## src/rtl/mcash_ch_read_req_issue.sv

```systemverilog
`default_nettype none
// ============================================================================
// Module      : mcash_ch_read_req_issue
// Description : Per-channel read-request issue stage. Stamps each request
//               with a per-bank ROB number and bounds outstanding reads.
// Revision    : 1.0 - initial release
// ============================================================================
module mcash_ch_read_req_issue #(
    parameter int CHANNEL_ID      = 0,
    parameter int ADDR_W          = 32,
    parameter int BANK_LSB        = 4,
    parameter int MAX_OUTSTANDING = 8
) (
    input  logic              clk_i,
    input  logic              rst_i,
    input  logic              ch_read_req_valid_i,
    output logic              ch_read_req_ready_o,
    input  logic [ADDR_W-1:0] ch_read_req_addr_i,
    output logic              xbar_req_valid_o,
    input  logic              xbar_req_allowIn_i,
    output logic [ADDR_W-1:0] xbar_req_addr_o,
    output logic [1:0]        xbar_req_bank_id_o,
    output logic [1:0]        xbar_req_ch_id_o,
    output logic [2:0]        xbar_req_rob_num_o,
    output logic              mcash_ch_read_req_kickoff_o,
    output logic [1:0]        mcash_ch_read_req_bank_id_o,
    input  logic              ch_rtn_data_valid_i,
    input  logic              ch_rtn_data_ready_i,
    output logic [3:0]        outstanding_o,
    output logic              credit_err_o
);

    localparam logic [1:0] c_ch_id = 2'(CHANNEL_ID);
    localparam logic [3:0] c_max   = 4'(MAX_OUTSTANDING);

    logic              out_valid_q, out_valid_d;
    logic [ADDR_W-1:0] out_addr_q,  out_addr_d;
    logic [1:0]        out_bank_q,  out_bank_d;
    logic [2:0]        out_rob_q,   out_rob_d;
    logic [3:0][2:0]   rob_cnt_q,   rob_cnt_d;
    logic [3:0]        outstanding_q, outstanding_d;
    logic              credit_err_q,  credit_err_d;

    logic              w_ready;
    logic              w_accept;
    logic              w_ret;
    logic              w_handshake;
    logic [1:0]        w_bank;

    // Ready uses only the registered count so returns never reach ready combinationally.
    assign w_ready     = (~out_valid_q | xbar_req_allowIn_i) & (outstanding_q < c_max);
    assign w_accept    = ch_read_req_valid_i & w_ready;
    assign w_ret       = ch_rtn_data_valid_i & ch_rtn_data_ready_i;
    assign w_handshake = out_valid_q & xbar_req_allowIn_i;
    assign w_bank      = ch_read_req_addr_i[BANK_LSB+1:BANK_LSB];

    always_comb begin
        out_valid_d   = out_valid_q;
        out_addr_d    = out_addr_q;
        out_bank_d    = out_bank_q;
        out_rob_d     = out_rob_q;
        rob_cnt_d     = rob_cnt_q;
        outstanding_d = outstanding_q;
        credit_err_d  = credit_err_q;

        if (w_accept) begin
            out_valid_d       = 1'b1;
            out_addr_d        = ch_read_req_addr_i;
            out_bank_d        = w_bank;
            out_rob_d         = rob_cnt_q[w_bank];
            rob_cnt_d[w_bank] = rob_cnt_q[w_bank] + 3'd1;
        end else if (w_handshake) begin
            out_valid_d = 1'b0;
        end

        case ({w_accept, w_ret})
            2'b10: outstanding_d = outstanding_q + 4'd1;
            2'b01: begin
                if (outstanding_q == 4'd0) begin
                    credit_err_d = 1'b1;
                end else begin
                    outstanding_d = outstanding_q - 4'd1;
                end
            end
            default: outstanding_d = outstanding_q;
        endcase
    end

    always_ff @(posedge clk_i) begin
        if (rst_i) begin
            out_valid_q   <= 1'b0;
            out_addr_q    <= '0;
            out_bank_q    <= 2'd0;
            out_rob_q     <= 3'd0;
            rob_cnt_q     <= '0;
            outstanding_q <= 4'd0;
            credit_err_q  <= 1'b0;
        end else begin
            out_valid_q   <= out_valid_d;
            out_addr_q    <= out_addr_d;
            out_bank_q    <= out_bank_d;
            out_rob_q     <= out_rob_d;
            rob_cnt_q     <= rob_cnt_d;
            outstanding_q <= outstanding_d;
            credit_err_q  <= credit_err_d;
        end
    end

    assign ch_read_req_ready_o         = w_ready;
    assign xbar_req_valid_o            = out_valid_q;
    assign xbar_req_addr_o             = out_addr_q;
    assign xbar_req_bank_id_o          = out_bank_q;
    assign xbar_req_ch_id_o            = c_ch_id;
    assign xbar_req_rob_num_o          = out_rob_q;
    assign mcash_ch_read_req_kickoff_o = w_handshake;
    assign mcash_ch_read_req_bank_id_o = out_bank_q;
    assign outstanding_o               = outstanding_q;
    assign credit_err_o                = credit_err_q;

endmodule
`default_nettype wire

```

## config.mk

```make
export PLATFORM = sky130hd
export DESIGN_NAME = mcash_ch_read_req_issue
export DESIGN_NICKNAME = d
export VERILOG_FILES = /design/src/rtl/mcash_ch_read_req_issue.sv
export SDC_FILE = /design/constraint.sdc
export NUM_CORES = 1
export LEC_CHECK = 0
export CELL_PAD_IN_SITES_DETAIL_PLACEMENT = 1
export CELL_PAD_IN_SITES_GLOBAL_PLACEMENT = 2
export CORE_MARGIN = 1
export CORE_UTILIZATION = 22
export CTS_CLUSTER_DIAMETER = 30
export CTS_CLUSTER_SIZE = 20
export DETAILED_ROUTE_END_ITERATION = 12
export PLACE_DENSITY = 0.78
export SLEW_MARGIN = 20
export SYNTH_ARGS = -nofsm -noshare
export SYNTH_HDL_FRONTEND = slang
export SYNTH_SLANG_ARGS = --single-unit
```

## constraint.sdc

```tcl
create_clock -name clk_i -period 1.6 [get_ports clk_i]
set_input_delay 0.24 -clock clk_i [delete_from_list [all_inputs] [get_ports clk_i]]
set_output_delay 0.24 -clock clk_i [all_outputs]
set_load 0.05 [all_outputs]
```

==> run_summary.xml, run 1 <==
<?xml version="1.0" encoding="UTF-8"?>
<metrics>
  <group name="setup_path">
    <metric name="timing.critical_path.arrival" unit="ns">1.81</metric>
    <metric name="worst_ep_required_time" unit="ns">1.79</metric>
    <metric name="critical_path_class" unit="">input pin to register</metric>
    <metric name="cp_max_fo" unit="">2</metric>
    <metric name="worst_setup_path_end_kind" unit="">register</metric>
    <metric name="critPathLaunchType" unit="">input pin</metric>
  </group>
  <group name="power">
    <metric name="power.density_cell_area" unit="mW/mm²">940</metric>
    <metric name="vdd_drop_max" unit="µV">346</metric>
    <metric name="power.static_leakage" unit="µW">0.00138</metric>
  </group>
  <group name="clock_tree">
    <metric name="clk_path_buf_depth" unit="">2</metric>
    <metric name="clk_pin_slew" unit="ns">0.09</metric>
    <metric name="tritoncts.num_buffers" unit="">5</metric>
    <metric name="cts.sink_count" unit="">53</metric>
    <metric name="worstSkewPairLatency" unit="ns">0.31</metric>
    <metric name="cts_hold_buffers" unit="">0</metric>
    <metric name="cts_tree" unit="">yes</metric>
    <metric name="clockRootBuffer" unit="">clkbuf_8</metric>
    <metric name="ctsHtreeMaxLevel" unit="">2</metric>
  </group>
  <group name="floorplan">
    <metric name="core_region_area" unit="mm²">0.00973</metric>
    <metric name="start_util" unit="%">22.6</metric>
    <metric name="die-height" unit="µm">102</metric>
    <metric name="die_x" unit="µm">102</metric>
    <metric name="placement_rows" unit="">36</metric>
    <metric name="die_area" unit="mm²">0.0104</metric>
    <metric name="design.portCount" unit="">87</metric>
  </group>
  <group name="synth">
    <metric name="ys_seq_elements" unit="">53</metric>
    <metric name="synth-simple-area-share" unit="%">24.1</metric>
    <metric name="synth-compound-area-share" unit="%">11.9</metric>
    <metric name="post_synth_fa_ha_maj_area_fraction" unit="%">1.14</metric>
    <metric name="synth_area" unit="mm²">0.00220</metric>
    <metric name="synth_xor_xnor_area_share" unit="%">3.58</metric>
    <metric name="synth_top_family_by_area" unit="">simple AND/OR/NAND/NOR gates</metric>
    <metric name="synth_cell_type_count" unit="">37</metric>
    <metric name="ys_warn_count" unit="">0</metric>
    <metric name="yosysSeqAreaShare" unit="%">48.2</metric>
    <metric name="post_synth_mux_area_share" unit="%">5.40</metric>
    <metric name="netlist_instances" unit="">257</metric>
    <metric name="postSynthAreaPerCell" unit="µm²">8.56</metric>
  </group>
  <group name="timing">
    <metric name="timing.final.crit_share" unit="%">101</metric>
    <metric name="fin_worst_skew" unit="ns">0.0107</metric>
    <metric name="finalSetupViolations" unit="">1</metric>
    <metric name="max_freq" unit="MHz">616</metric>
    <metric name="totalNegativeSetupSlack" unit="ns">-0.0233</metric>
    <metric name="grt_setup_unrepaired" unit="">true</metric>
    <metric name="timing.final.max_slew_violations" unit="">0</metric>
    <metric name="finalWorstPathRequiredPeriod" unit="ns">1.62</metric>
    <metric name="hold_violations" unit="">0</metric>
    <metric name="post-route-worst-setup-slack" unit="ns">-0.0233</metric>
    <metric name="hold-worst-slack" unit="ns">0.226</metric>
  </group>
  <group name="detailed_routing">
    <metric name="wire_length_on_met2" unit="µm">3230</metric>
    <metric name="detail_route.vias_per_cell" unit="">4.34</metric>
    <metric name="totalWireLength" unit="µm">6540</metric>
    <metric name="per_cell_routed_wire_length" unit="µm">13.4</metric>
    <metric name="vias" unit="">2114</metric>
    <metric name="ant_nets" unit="">0</metric>
    <metric name="dr.max_layer_used" unit="">met4</metric>
    <metric name="route.detailed.drc" unit="">0</metric>
    <metric name="detailedRoute.firstIterationViolations" unit="">52</metric>
    <metric name="drt-met1-wl" unit="µm">2930</metric>
    <metric name="detail_route.first_pass.iterations" unit="">4</metric>
    <metric name="wl_met3" unit="µm">341</metric>
  </group>
  <group name="global_route">
    <metric name="number_of_global_route_vias_before_repair" unit="">2129</metric>
    <metric name="globalRouteTotalUtil" unit="%">12.6</metric>
    <metric name="grt_max_degree" unit="">30</metric>
    <metric name="grt_first_pass_wirelength" unit="µm">10200</metric>
    <metric name="grt_antenna_before_repair" unit="">0</metric>
    <metric name="gr-total-overflow" unit="">0</metric>
  </group>
  <group name="outcome">
    <metric name="violations_in_the_final_reports" unit="">negative setup slack</metric>
    <metric name="status" unit="">complete, but fails checks</metric>
  </group>
  <group name="finish">
    <metric name="post_route_cells_drive_above_1_share" unit="%">28.8</metric>
    <metric name="layout.cell_area.non_filler" unit="mm²">0.00339</metric>
    <metric name="synthToLayoutAreaGrowth" unit="%">54.3</metric>
    <metric name="antenna_cells_inserted" unit="">0</metric>
    <metric name="fillers" unit="">1163</metric>
    <metric name="design.final.nets" unit="">394</metric>
  </group>
  <group name="placed_design">
    <metric name="placed_cell_area" unit="mm²">0.00325</metric>
    <metric name="pre_cts_ws" unit="ns">-0.463</metric>
    <metric name="io_buffers" unit="">84</metric>
    <metric name="hpwl" unit="µm">4810</metric>
    <metric name="place_congestion" unit="">0.795</metric>
  </group>
  <group name="job">
    <metric name="cap_violations" unit="">0</metric>
  </group>
  <group name="min_path">
    <metric name="worst_hold_path_type" unit="">input pin to register</metric>
  </group>
</metrics>
-- flip-flops by register name, indices dropped and copies added (netlist names) --
signal and count:
xbar_req_addr_o 32, rob_cnt_q 12, outstanding_o 4, xbar_req_rob_num_o 3
credit_err_o 1, xbar_req_valid_o 1
-- layout by cell type (no fill, tap or decap), types with 2 or more instances in the layout --
cell,Yosys,routed
o21ai_0,2,2
nand4_1,2,2
mux4_2,3,3
dlygate4sd2_1,0,2
mux2i_1,4,4
dfxtp_1,53,51
dfxtp_4,0,2
buf_12,0,5
conb_1,1,2
nor4_1,3,2
nor4_2,1,2
nor2b_1,3,2
nor2_2,1,2
clkdlybuf4s50_1,0,33
xnor2_1,7,6
nor3_1,2,2
buf_4,6,68
clkbuf_8,0,5
nand2_1,74,74
xor2_1,2,2
a21oi_1,37,37
nor2_1,16,15
nand2b_1,4,3
nor4b_2,3,3
-- area by class of cell --
type / instances / area [µm²] / share of cell area (%)
Sequential cell: 53 / 1070 / 31.5
Tap cell: 133 / 166 / 4.90
Timing Repair Buffer: 111 / 987 / 29.1
Clock buffer: 5 / 68.8 / 2.03
Clock inverter: 2 / 35.0 / 1.03
Multi-Input combinational cell: 183 / 1070 / 31.5
-- path summary, 6_finish.rpt --
check	startpoint	endpoint	slack, ns	depth (start not counted)
worst max-delay path	ch_rtn_data_ready_i	outstanding_o[2]	-0.02	8
worst min-delay path	rst_i	xbar_req_addr_o[25]	0.23	2
worst max register to register	xbar_req_valid_o	outstanding_o[2]	-0.02	7
worst min register to register	xbar_req_addr_o[15]	xbar_req_addr_o[15]	0.46	2
-- cells in the mapped netlist --
library cell / number / area [µm²]
buf_2: 5 / 25.0
conb_1: 1 / 3.75
ha_1: 2 / 25.0
o21ai_0: 2 / 10.0
clkbuf_1: 10 / 37.5
a311oi_1: 1 / 8.76
nand4_1: 2 / 12.5
mux2i_1: 4 / 40.0
a31oi_1: 1 / 6.26
nor2b_1: 3 / 18.8
nand2b_1: 4 / 25.0
o31a_1: 1 / 8.76
nand3_1: 1 / 5.00
xor2_1: 2 / 17.5
a22oi_1: 1 / 7.51
o21ai_2: 1 / 8.76
buf_6: 1 / 11.3
and2_1: 2 / 12.5
nor4_1: 3 / 18.8
a211oi_1: 1 / 7.51
xnor2_1: 7 / 61.3
o21a_1: 1 / 7.51
nor4b_2: 3 / 45.0
buf_4: 6 / 45.0
nor3_1: 2 / 10.0
nand2_1: 74 / 278
nor4_2: 1 / 12.5
nor3_2: 1 / 10.0
dfxtp_1: 53 / 1060
mux4_2: 3 / 67.6
nor2_2: 1 / 6.26
a21oi_1: 37 / 185
a211oi_2: 1 / 12.5
nor2_1: 16 / 60.1
mux2_1: 1 / 11.3
nand4b_1: 1 / 8.76
nand3b_1: 1 / 7.51
-- metrics by stage --
step / std cells / utilization, % / power [µW]
5_1_grt: 487 / 34.9 / 3340
2_1_floorplan: 258 / - / 1960
6_report: 487 / 34.9 / 3190
3_3_place_gp: 480 / 33.4 / 2310
3_5_place_dp: 480 / 33.4 / 2320
4_1_cts: 487 / 34.6 / 3240
-- layer usage --
metal | up-vias | GRT usage [%]
met5 | - | 0
met4 | 0 | 3.52
met3 | 5 | 3.01
met2 | 52 | 22.0
met1 | 1013 | 15.3
li1 | 1044 | -
-- cells by family (layout without fill, tap and decap cells) --
| logic type | count (synthesis) | after routing |
|---|---|---|
| muxes | 8 | 8 |
| other | 1 | 2 |
| AOI/OAI and AO/OA | 47 | 47 |
| adders and majority gates | 2 | 2 |
| xor gates and xnor gates | 9 | 9 |
| DFF | 53 | 53 |
| and+or+nand+nor | 115 | 115 |
| buffers and inverters | 22 | 118 |
-- worst max-delay path: stages --
cell and delay, ns:
clkdlybuf4s50_1 0.48, and2_4 0.17, o21ai_4 0.07, xnor2_2 0.13, ha_2 0.20, nor2_2 0.03
a22oi_1 0.15, mux2_1 0.34
-- power by group --
part / internal (µW) / total [µW] / switching [µW]
sequential: 1390 / 1430 / 42.1
clock: 456 / 897 / 441
combinational: 344 / 863 / 519
-- repair_timing --
| action | 4_1_cts | 5_1_grt |
|---|---|---|
| pin swaps | 0 | 1 |
| endpoints found under the hold margin | 0 | 0 |
| endpoints found under the setup margin | 10 | 7 |
| buffers inserted | 0 | 0 |
| gates resized for setup | 6 | 6 |
No activity file was read; power rests on OpenSTA's default activity.
==> run 2: changes to the inputs <==
GPL_ROUTABILITY_DRIVEN = 0   (was unset)
==> results of run 2 <==
The final DEF is identical to that of run 1; final timing and power are the same.
==> run 3: changes to the inputs <==
PLACE_DENSITY = 0.75   (was 0.78)
==> run_summary.xml, run 3 (same netlist as run 1, synthesis figures left out) <==
<?xml version="1.0" encoding="UTF-8"?>
<metrics>
  <group name="timing">
    <metric name="hold_violations" unit="">0</metric>
    <metric name="totalNegativeSetupSlack" unit="ns">-0.0202</metric>
    <metric name="timing.final.max_slew_violations" unit="">0</metric>
    <metric name="max_freq" unit="MHz">617</metric>
    <metric name="finalSetupViolations" unit="">1</metric>
    <metric name="finalWorstPathRequiredPeriod" unit="ns">1.62</metric>
    <metric name="timing.final.crit_share" unit="%">101</metric>
    <metric name="grt_setup_unrepaired" unit="">true</metric>
    <metric name="post-route-worst-setup-slack" unit="ns">-0.0202</metric>
    <metric name="fin_worst_skew" unit="ns">0.00578</metric>
  </group>
  <group name="finish">
    <metric name="fin_util" unit="%">34.7</metric>
    <metric name="fillers" unit="">1182</metric>
    <metric name="final_cell_mix" unit="">nand2_1 (73), buf_4 (67), dfxtp_1 (51)</metric>
    <metric name="largest_register_ffs" unit="">32</metric>
    <metric name="synthToLayoutAreaGrowth" unit="%">53.5</metric>
    <metric name="layout.cell_area.non_filler" unit="mm²">0.00338</metric>
    <metric name="design.final.nets" unit="">391</metric>
    <metric name="post_route_cells_drive_above_1_share" unit="%">29.1</metric>
    <metric name="multiInputGateArea" unit="mm²">0.00110</metric>
    <metric name="antenna_cells_inserted" unit="">0</metric>
    <metric name="area.sequential" unit="mm²">0.00107</metric>
    <metric name="final_common_cell" unit="">nand2_1</metric>
  </group>
  <group name="detailed_routing">
    <metric name="totalWireLength" unit="µm">6520</metric>
    <metric name="ant_nets" unit="">0</metric>
    <metric name="route.detailed.drc" unit="">0</metric>
    <metric name="per_cell_routed_wire_length" unit="µm">13.5</metric>
    <metric name="detail_route.vias_per_cell" unit="">4.26</metric>
    <metric name="detail_route.first_pass.iterations" unit="">6</metric>
    <metric name="vias" unit="">2063</metric>
    <metric name="detailedRoute.firstIterationViolations" unit="">25</metric>
  </group>
  <group name="min_path">
    <metric name="worst_hold_path.num_cells" unit="">2</metric>
    <metric name="holdPathEnd" unit="">rob_cnt_q[7]</metric>
    <metric name="worst_hold_path_type" unit="">input pin to register</metric>
    <metric name="worstHoldStart" unit="">rst_i</metric>
  </group>
  <group name="setup_path">
    <metric name="critical_path_class" unit="">register to register</metric>
    <metric name="cp_max_fo" unit="">2</metric>
    <metric name="reg2reg_to" unit="">outstanding_o[2]</metric>
    <metric name="r2r_cells" unit="">7</metric>
    <metric name="reg2reg_from" unit="">xbar_req_valid_o</metric>
    <metric name="critPathLaunchType" unit="">register</metric>
    <metric name="worst_setup_path_end_kind" unit="">register</metric>
    <metric name="timing.critical_path.arrival" unit="ns">1.81</metric>
    <metric name="crit_start" unit="">xbar_req_valid_o</metric>
    <metric name="reg2reg_slack" unit="ns">-0.02</metric>
    <metric name="worst_ep_required_time" unit="ns">1.79</metric>
  </group>
  <group name="floorplan">
    <metric name="placement_rows" unit="">36</metric>
    <metric name="die_x" unit="µm">102</metric>
    <metric name="die-height" unit="µm">102</metric>
    <metric name="die_area" unit="mm²">0.0104</metric>
    <metric name="design.portCount" unit="">87</metric>
    <metric name="core_region_area" unit="mm²">0.00973</metric>
    <metric name="start_util" unit="%">22.6</metric>
  </group>
  <group name="clock_tree">
    <metric name="cts_tree" unit="">yes</metric>
    <metric name="tritoncts.num_buffers" unit="">5</metric>
    <metric name="ctsHtreeMaxLevel" unit="">2</metric>
    <metric name="cts_hold_buffers" unit="">0</metric>
    <metric name="worstSkewPairLatency" unit="ns">0.30</metric>
    <metric name="clk_pin_slew" unit="ns">0.09</metric>
    <metric name="clockRootBuffer" unit="">clkbuf_8</metric>
    <metric name="cts.sink_count" unit="">53</metric>
    <metric name="clk_path_buf_depth" unit="">2</metric>
  </group>
  <group name="power">
    <metric name="power.density_cell_area" unit="mW/mm²">919</metric>
    <metric name="share_of_power_burned_in_combinational_logic" unit="%">27.5</metric>
    <metric name="power.static_leakage" unit="µW">0.00137</metric>
    <metric name="power" unit="µW">3100</metric>
    <metric name="intPower" unit="µW">2120</metric>
    <metric name="sequentialPowerShare" unit="%">46.1</metric>
    <metric name="switching_share_of_total_power" unit="%">31.8</metric>
    <metric name="clock_share_of_power" unit="%">26.4</metric>
    <metric name="vdd_drop_max" unit="µV">328</metric>
    <metric name="p_switching" unit="µW">988</metric>
  </group>
  <group name="global_route">
    <metric name="grt_first_pass_wirelength" unit="µm">10200</metric>
    <metric name="grt_max_degree" unit="">34</metric>
    <metric name="gr-total-overflow" unit="">0</metric>
    <metric name="number_of_global_route_vias_before_repair" unit="">2055</metric>
    <metric name="globalRouteTotalUtil" unit="%">12.6</metric>
    <metric name="grt_antenna_before_repair" unit="">0</metric>
  </group>
  <group name="placed_design">
    <metric name="io_buffers" unit="">84</metric>
    <metric name="placed_cell_area" unit="mm²">0.00321</metric>
    <metric name="hpwl" unit="µm">4770</metric>
    <metric name="pre_cts_ws" unit="ns">-0.485</metric>
  </group>
  <group name="outcome">
    <metric name="violations_in_the_final_reports" unit="">negative setup slack</metric>
    <metric name="status" unit="">complete, but fails checks</metric>
  </group>
  <group name="job">
    <metric name="cap_violations" unit="">0</metric>
  </group>
</metrics>
## run 3: metal layers
| metal | GRT usage (%) | part of all wire, % | vias to the layer above |
|---|---|---|---|
| met4 | 3.30 | 0.89 | 0 |
| met2 | 22.0 | 48 | 52 |
| met1 | 15.9 | 46 | 972 |
| li1 | - | - | 1033 |
| met5 | 0 | 0 | - |
| met3 | 2.53 | 5.0 | 6 |
## run 3: what timing repair did
item | CTS | global route
endpoints found under the setup margin | 11 | 12
endpoints found under the hold margin | 0 | 0
gates resized for setup | 10 | 10
setup buffers | 0 | 0
pin swaps | 5 | 6
## run 3: worst max path at each step
| stage | depth (start not counted) | to | slack (ns) |
|---|---|---|---|
| 3_5_place_dp | 7 | rob_cnt_q[2] | -0.49 |
| 4_1_cts | 7 | outstanding_o[2] | -0.04 |
| 5_1_grt | 7 | outstanding_o[2] | -0.09 |
| 6_report | 7 | outstanding_o[2] | -0.02 |
| 2_1_floorplan | 8 | outstanding_o[2] | -0.21 |
| 3_3_place_gp | 7 | rob_cnt_q[2] | -0.44 |
## run 3: stage by stage
| step | cells | hold slack [ns] |
|---|---|---|
| 2_1_floorplan | 258 | 0.376 |
| 3_3_place_gp | 477 | 0.444 |
| 3_5_place_dp | 477 | 0.449 |
| 4_1_cts | 484 | 0.319 |
| 5_1_grt | 484 | 0.330 |
| 6_report | 484 | 0.310 |
## run 3: power groups by stage
| stage | Clock (µW) | Sequential, µW | Combinational [µW] |
|---|---|---|---|
| finish | 819 | 1430 | 853 |
| global route | 907 | 1440 | 914 |
| CTS | 857 | 1430 | 850 |
| detailed placement | 0 | 1460 | 847 |
| global placement | 0 | 1460 | 838 |
| floorplan | 0 | 1690 | 273 |
## run 3: area by class of cell
type / count / area share, %
Timing Repair Buffer: 108 / 28.0
Clock buffer: 6 / 2.78
Multi-Input combinational cell: 183 / 32.5
Clock inverter: 1 / 0.148
Tap cell: 133 / 4.93
Sequential cell: 53 / 31.6
## run 3: critical path, stage by stage, from the launching register on
cell,delay (ns)
dfxtp_4,0.35
nor2b_4,0.13
o21ai_4,0.17
xnor2_2,0.12
ha_2,0.19
nor2_1,0.04
a22oi_1,0.17
mux2_1,0.34
